===== src/rtl/fp16_align.sv =====
// Binary16 operand aligner: picks the larger-magnitude operand and right-shifts the
// smaller significand one bit per cycle. Optional sticky tracking under FP16_ALIGN_STICKY_EN.
module fp16_align (
    input  logic        clk,
    input  logic        rst,
    input  logic        in_valid,
    output logic        in_ready,
    input  logic [15:0] a,
    input  logic [15:0] b,
    output logic        out_valid,
    input  logic        out_ready,
    output logic [10:0] mant_big,
    output logic [10:0] mant_small,
    output logic [4:0]  exp_out,
    output logic        sign_big,
    output logic        sign_small,
    output logic        sticky,
    output logic        special
);

    typedef enum logic [1:0] {IDLE, SHIFT, DONE} state_t;

    state_t      state;
    state_t      state_next;
    logic [3:0]  count;

    logic [4:0]  exp_a_eff;
    logic [4:0]  exp_b_eff;
    logic [10:0] sig_a;
    logic [10:0] sig_b;
    logic        a_is_big;
    logic [4:0]  exp_big_eff;
    logic [4:0]  exp_small_eff;
    logic [10:0] sig_big_u;
    logic [10:0] sig_small_u;
    logic [4:0]  exp_diff;
    logic [3:0]  shift_amt;
    logic        is_special;
    logic        accept;

    // Subnormals get a zero hidden bit and behave as exponent 1.
    assign exp_a_eff = (a[14:10] == 5'd0) ? 5'd1 : a[14:10];
    assign exp_b_eff = (b[14:10] == 5'd0) ? 5'd1 : b[14:10];
    assign sig_a     = {a[14:10] != 5'd0, a[9:0]};
    assign sig_b     = {b[14:10] != 5'd0, b[9:0]};

    assign a_is_big      = {exp_a_eff, sig_a} >= {exp_b_eff, sig_b};
    assign exp_big_eff   = a_is_big ? exp_a_eff : exp_b_eff;
    assign exp_small_eff = a_is_big ? exp_b_eff : exp_a_eff;
    assign sig_big_u     = a_is_big ? sig_a : sig_b;
    assign sig_small_u   = a_is_big ? sig_b : sig_a;
    assign exp_diff      = exp_big_eff - exp_small_eff;
    assign is_special    = (a[14:10] == 5'd31) || (b[14:10] == 5'd31);
    assign accept        = in_valid && in_ready;

    // Beyond 11 positions every significand bit is already gone, so the shift saturates.
    always_comb begin
        shift_amt = 4'd0;
        if (is_special)
            shift_amt = 4'd0;
        else if (exp_diff > 5'd11)
            shift_amt = 4'd11;
        else
            shift_amt = exp_diff[3:0];
    end

    always_ff @(posedge clk) begin
        if (rst)
            state <= IDLE;
        else
            state <= state_next;
    end

    always_comb begin
        state_next = state;
        case (state)
            IDLE:    if (accept) state_next = (shift_amt != 4'd0) ? SHIFT : DONE;
            SHIFT:   if (count == 4'd1) state_next = DONE;
            DONE:    if (out_ready) state_next = IDLE;
            default: state_next = IDLE;
        endcase
    end

    always_comb begin
        in_ready  = (state == IDLE);
        out_valid = (state == DONE);
    end

    always_ff @(posedge clk) begin
        if (rst) begin
            mant_big   <= 11'd0;
            mant_small <= 11'd0;
            exp_out    <= 5'd0;
            sign_big   <= 1'b0;
            sign_small <= 1'b0;
            special    <= 1'b0;
            count      <= 4'd0;
        end else if (accept) begin
            mant_big   <= sig_big_u;
            mant_small <= sig_small_u;
            exp_out    <= exp_big_eff;
            sign_big   <= a_is_big ? a[15] : b[15];
            sign_small <= a_is_big ? b[15] : a[15];
            special    <= is_special;
            count      <= shift_amt;
        end else if (state == SHIFT) begin
            mant_small <= {1'b0, mant_small[10:1]};
            count      <= count - 4'd1;
        end
    end

`ifdef FP16_ALIGN_STICKY_EN
    always_ff @(posedge clk) begin
        if (rst)
            sticky <= 1'b0;
        else if (accept)
            sticky <= 1'b0;
        else if (state == SHIFT)
            sticky <= sticky | mant_small[0];
    end
`else
    assign sticky = 1'b0;
`endif

endmodule


===== config.mk =====
export PLATFORM = sky130hd
export DESIGN_NAME = fp16_align
export DESIGN_NICKNAME = d
export VERILOG_FILES = /design/src/rtl/fp16_align.sv
export SDC_FILE = /design/constraint.sdc
export NUM_CORES = 1
export LEC_CHECK = 0
export CAP_MARGIN = 20
export CORE_ASPECT_RATIO = 0.5
export CORE_MARGIN = 2
export CORE_UTILIZATION = 44
export DETAILED_ROUTE_END_ITERATION = 16
export PLACE_DENSITY = 0.83
export SYNTH_ARGS = -nofsm -noshare
export SYNTH_HDL_FRONTEND = slang
export SYNTH_SLANG_ARGS = --single-unit

===== constraint.sdc =====
create_clock -name clk -period 4.7 [get_ports clk]
set_input_delay 0.94 -clock clk [delete_from_list [all_inputs] [get_ports clk]]
set_output_delay 0.94 -clock clk [all_outputs]
set_load 0.05 [all_outputs]

==> results of run 1 <==
-- cells by family (layout without fill, tap and decap cells) --
| kind of cell | after synthesis | after routing | share of synthesized area [%] |
|---|---|---|---|
| AO/OA/AOI/OAI | 79 | 79 | 23.8 |
| XOR/XNOR | 5 | 5 | 1.72 |
| adder cells (fa/ha/maj) | 19 | 19 | 9.34 |
| buffers and inverters | 45 | 122 | 7.08 |
| flip-flops | 36 | 36 | 28.3 |
| multiplexers | 18 | 18 | 7.13 |
| other | 1 | 1 | 0.147 |
| AND/OR/NAND/NOR | 123 | 123 | 22.5 |
-- layout make-up --
cell class,instances,area share (%)
clock buffers,5,3.48
repair buffers,94,24.3
flip-flops and latches,36,20.0
inverters,20,2.09
clock inverters,3,0.522
well taps,73,2.54
multi-input cells,245,47.1
-- state kept, by name, summed over array words and instances, names as in the netlist --
name,cells
mant_small,11
mant_big,11
state,2
exp_out,5
special,1
sign_small,1
sign_big,1
count,4
-- worst max-delay path: stages --
cell	delay [ns]
clkdlybuf4s50_1	0.44
nor4_2	0.34
nor2b_2	0.23
inv_1	0.05
ha_1	0.29
and4_1	0.22
nand4_1	0.11
o32a_1	0.37
nand2_2	0.12
a21boi_0	0.10
ha_1	0.18
a31oi_1	0.17
a21bo_1	0.24
a221oi_2	0.30
xnor2_2	0.14
nor4_2	0.30
o221a_1	0.22
-- power by group --
part           internal, mW  switching (mW)
combinational         0.229           0.348
clock                 0.195           0.129
sequential            0.351          0.0336
total                 0.775           0.511
-- worst max-delay path by stage --
stage                     startpoint  slack (ns)               endpoint  cells past startpoint
after detailed placement       a[11]       -0.15  state[1]$_SDFFE_PP0P_                     17
after global routing           a[14]       -0.09  count[3]$_SDFFE_PP0P_                     17
after global placement         a[11]       0.004  state[1]$_SDFFE_PP0P_                     17
final                          a[14]        0.16  state[1]$_SDFFE_PP0P_                     17
after floorplan                a[11]       0.005  state[1]$_SDFFE_PP0P_                     19
after CTS                      a[11]        0.11  state[1]$_SDFFE_PP0P_                     17
-- layer usage --
metal,wire length [um],track usage [%],up-vias
met2,3590,41.3,39
met3,212,3.77,8
met5,0,0,-
met4,85,7.05,0
met1,3180,26.9,1268
li1,-,-,1312
-- layout by cell type (no fill, tap or decap), drive strengths merged, types with 2 or more instances in the layout --
cell / n
clkdlybuf4s50: 67
a21boi: 2
a221oi: 2
clkbuf: 5
o2bb2ai: 2
nand4: 2
nand3: 15
dfxtp: 36
nor2: 53
nor3: 2
nand2: 23
a211oi: 15
nand2b: 5
and4: 2
buf: 27
nor4: 3
inv: 20
or3: 2
nor2b: 9
xnor2: 4
o21a: 2
and3: 3
mux2i: 17
a311oi: 15
and2: 2
clkinv: 3
a31oi: 2
o21ai: 7
a21oi: 19
ha: 19
-- through the flow --
step | instance area [sq um] | hold slack [ns] | setup slack (ns) | TNS, ns | util [%]
floorplan | 2550 | 0.472 | 0.00483 | 0 | -
global placement | 3400 | 0.470 | 0.00385 | 0 | 61.5
detailed placement | 3400 | 0.492 | -0.145 | -0.391 | 61.5
CTS | 3550 | 0.499 | 0.114 | 0 | 64.1
global route | 3600 | 0.519 | -0.0914 | -0.296 | 64.9
finish | 3600 | 0.492 | 0.157 | 0 | 64.9
-- repair_timing --
item	CTS	global route
setup buffers	0	1
resized for setup	0	7
hold buffers	0	0
endpoints found under the setup margin	0	6
==> reports/results.txt, run 1 <==
clock sink count = 36
Worst Min Path Start = exp_out[4]$_SDFFE_PP0P_
vias = 2627
Most used DFF post-synth = dfxtp_1
critical path peak fanout = 4
largest area contributor in the netlist = dfxtp_1
Synth warnings = 0
Min-Delay Path Class = flop to flop
synth top area cells = dfxtp_1 (28%), ha_1 (9.3%), nor2_1 (7.8%)
crit path time final = 4.54 ns
gr usage total = 22.2%
count leader, synth = nor2_1
Worst VDD drop = 233 uV
final setup skew = 0.00545 ns
footprint of the multi-input gates = 1690 sq um
Placed Cells = 467
Initial Util = 45.9%
Cell Area, Synth = 2540 sq um
crit share post-route = 96.7%
slew margin rel. = 63.9%
async set-reset flop share out of synthesis = 0%
clk slew on worst S/H paths = 0.06 ns
Post-DP HPWL = 5270 um
Total Power = 1.29 mW
std cell rows = 19
FMAX = 0.220 GHz
1st-pass router iterations = 4
#FFs+latches synth = 36
DR DRC count = 0
register area share after synthesis = 28.3%
IO buf count = 67
Worst Tran Pin Value = 0.538 ns
first-pass GRT wire length = 11800 um
worst reg2reg path startpoint = state[0]$_SDFFE_PP0P_
RSZ-0062 raised after global routing = yes
WHS Endpoint = exp_out[4]$_SDFFE_PP0P_
critical path class = primary input to flop
PwrDens = 357 nW/um^2
top cell type's share of synthesized area = 28.3%
vias in the first global route = 2580
status = complete, no violations
Cell Count, Final, Fillers Out = 476
Core Region = 5540 sq um
cells on worst reg2reg path = 7
FF-to-FF setup slack = 2.55 ns
synthesized instance count = 326
FF/Latch Area = 721 sq um
H-tree levels = 2
Max Cap Violations = 0
top cells by count, synth = nor2_1 (53), dfxtp_1 (36), nand2_1 (22), clkbuf_1 (21), inv_1 (20)
die extent in y = 57.8 um
worst skew pair latency = 0.28 ns
fill count = 455
Leak Pwr = 1.51 nW
1st-iter DRT viols = 109
clock buffer count from CTS = 5
largest net degree at the start of global routing = 38
Startpoint Class = primary input
final wirelength = 7070 um
Reg-to-Reg End = mant_small[2]$_SDFFE_PP0P_
layout cell share with drive strength beyond 1 = 12.4%
Via-to-Cell Ratio = 5.52
num ports = 69
Hold Path Stages = 2
CTS max path bufs = 2
Crit path required time = 4.92 ns
crit path DAT = 4.77 ns
syn_nets = 381
# setup viols final = 0
max-slew violations = 0
clk root buf = clkbuf_16
Fin. Hold Viols = 0
syn avg cell area = 7.81 sq um
Placer Congestion = 0.868
synth unique cells = 53
Post-synth EDFFs = 0
area delta synth->final = 41.3%
nets@finish = 457
die area = 6450 sq um
antenna violations before repair = 0
average wire per standard cell = 14.8 um
number of antenna diodes = 0
chip width = 112 um
CP endpoint kind = flop
post-route ant nets = 0
CTS tree = done
total global routing overflow = 0
Note: power is estimated with default switching activity, not from simulation.
==> inputs of run 2 (changes only) <==
--- a/config.mk
+++ b/config.mk
@@ -5,6 +5,7 @@
 export SDC_FILE = /design/constraint.sdc
 export NUM_CORES = 1
 export LEC_CHECK = 0
+export ABC_CLOCK_PERIOD_IN_PS = 3800
 export CAP_MARGIN = 20
 export CORE_ASPECT_RATIO = 0.5
 export CORE_MARGIN = 2
==> constraint.sdc (replaced) <==
create_clock -name clk -period 3.8 [get_ports clk]
set_input_delay 0.76 -clock clk [delete_from_list [all_inputs] [get_ports clk]]
set_output_delay 0.76 -clock clk [all_outputs]
set_load 0.05 [all_outputs]
==> run 2 against run 1 <==
The flow now finishes with violations (setup timing). Final area is 9.5% higher. Cell count is 6.3% higher. Critical path type unchanged. Sequential cell count stayed put. Core utilization is 6.2 points higher. Largest power group unchanged. Combinational power is 37% higher. Power is 31% higher. Sequential share of layout area is 1.7 points lower.
==> reports/results.txt, run 2 (synthesis results as in run 1) <==
Leak Pwr = 1.67 nW
Post-DP HPWL = 5920 um
vias in the first global route = 2848
Worst Tran Pin Value = 0.718 ns
PwrDens = 426 nW/um^2
slew margin rel. = 52.0%
die extent in y = 57.8 um
largest registers = mant_big (11), mant_small (11), exp_out (5)
number of antenna diodes = 0
RSZ-0062 raised after global routing = yes
Fin. Hold Viols = 0
max-slew violations = 0
antenna violations before repair = 0
most frequent cells in the layout = clkdlybuf4s50_1 (55), buf_4 (55), nor2_1 (52)
setup ws final = -0.0707 ns
chip width = 112 um
worst reg2reg path startpoint = state[0]$_SDFFE_PP0P_
FF/Latch Area = 721 sq um
crit path DAT = 4.10 ns
Worst VDD drop = 248 uV
worst skew pair latency = 0.29 ns
failing checks = setup timing
# setup viols final = 5
Finished Cell Area = 3940 sq um
crit path time final = 3.87 ns
FMAX = 0.258 GHz
CTS max path bufs = 2
Initial Util = 45.9%
H-tree levels = 2
Max Cap Violations = 0
1st-pass router iterations = 5
cells on worst reg2reg path = 5
FF-to-FF setup slack = 1.68 ns
fill count = 397
CTS tree = done
std cell rows = 19
clock sink count = 36
area delta synth->final = 54.8%
layout cell share with drive strength beyond 1 = 23.8%
nets@finish = 487
Worst Min Path Start = exp_out[0]$_SDFFE_PP0P_
clk slew on worst S/H paths = 0.06 ns
Hold Path Stages = 2
critical path peak fanout = 4
WHS Endpoint = exp_out[0]$_SDFFE_PP0P_
Core Region = 5540 sq um
post-route ant nets = 0
Startpoint Class = primary input
Min-Delay Path Class = flop to flop
vias = 2911
crit share post-route = 102%
clk root buf = clkbuf_16
Placer Congestion = 0.886
hold buffer count at CTS = 0
DR DRC count = 0
Via-to-Cell Ratio = 5.75
clock buffer count from CTS = 5
average wire per standard cell = 17.1 um
Placed Area = 3650 sq um
footprint of the multi-input gates = 1820 sq um
die area = 6450 sq um
final wirelength = 8670 um
gr usage total = 27.1%
final setup skew = 0.00454 ns
num ports = 69
1st-iter DRT viols = 262
critical path class = primary input to flop
Crit path required time = 4.03 ns
status = complete, but fails checks
total global routing overflow = 0
Reg-to-Reg End = exp_out[4]$_SDFFE_PP0P_
first-pass GRT wire length = 13800 um
largest net degree at the start of global routing = 31
Total Power = 1.68 mW
IO buf count = 67
CP endpoint kind = flop
[run 2: cell count changes in the layout (fill, tap and decap cells not counted), sizes merged]
| cell | previous run | this run |
|---|---|---|
| clkdlybuf4s15 | 0 | 2 |
| clkdlybuf4s50 | 67 | 55 |
| buf | 27 | 61 |
| clkbuf | 5 | 7 |
| dlygate4sd2 | 0 | 4 |
[run 2: what timing repair did]
item / CTS / global route
setup buffers: 5 / 0
endpoints found under the setup margin: 13 / 9
gates resized for setup: 46 / 16
pin swaps: 20 / 17
hold endpoints to repair: 0 / 0
[run 2: critical path: stages]
cell	delay [ns]
clkdlybuf4s50_1	0.51
inv_1	0.08
ha_2	0.21
or3_1	0.35
nand4_1	0.11
o32a_1	0.23
nand4_1	0.11
a21boi_2	0.17
ha_2	0.17
a31oi_2	0.15
a21bo_2	0.27
a221oi_4	0.30
xnor2_2	0.14
nor4_2	0.30
o221a_1	0.22
[run 2: where the power goes]
group / total [mW] / internal (mW) / switching, mW
registers: 0.478 / 0.434 / 0.0441
clock network: 0.413 / 0.242 / 0.171
logic: 0.788 / 0.319 / 0.469
total: 1.68 / 0.995 / 0.684
[run 2: how the worst max path moves through the flow]
stage	start	end	slack, ns	depth (start not counted)
2_1_floorplan	a[11]	state[1]$_SDFFE_PP0P_	-0.50	19
3_3_place_gp	a[11]	state[1]$_SDFFE_PP0P_	-0.68	18
3_5_place_dp	a[11]	state[1]$_SDFFE_PP0P_	-0.87	18
4_1_cts	a[14]	state[1]$_SDFFE_PP0P_	-0.12	17
5_1_grt	b[7]	state[1]$_SDFFE_PP0P_	-0.23	15
6_report	b[3]	state[1]$_SDFFE_PP0P_	-0.07	15
[run 2: final cells by class]
class | instances | share of cell area, %
inverter | 20 | 1.91
timing repair buffer | 124 | 27.7
tap | 73 | 2.32
multi-input combinational | 245 | 46.2
sequential | 36 | 18.3
clock inverter | 3 | 0.476
clock buffer | 5 | 3.18
[run 2: routing by layer]
metal  global-route usage, %  vias to the layer above  routed length, um
met3                    5.02                       19                485
li1                        -                     1382                  -
met4                    8.99                        0                186
met1                    36.3                     1401               3960
met2                    45.2                      109               4040
met5                       0                        -                  0
[run 2: stage by stage]
step           cells  hold WS [ns]  setup slack, ns  setup TNS [ns]  util [%]
2_1_floorplan    326         0.472           -0.498           -2.54         -
3_3_place_gp     494         0.471           -0.676           -5.95      66.0
3_5_place_dp     494         0.491           -0.875           -9.50      66.0
4_1_cts          507         0.499           -0.122          -0.473      70.5
5_1_grt          506         0.529           -0.235           -1.18      71.1
6_report         506         0.500          -0.0707          -0.284      71.1
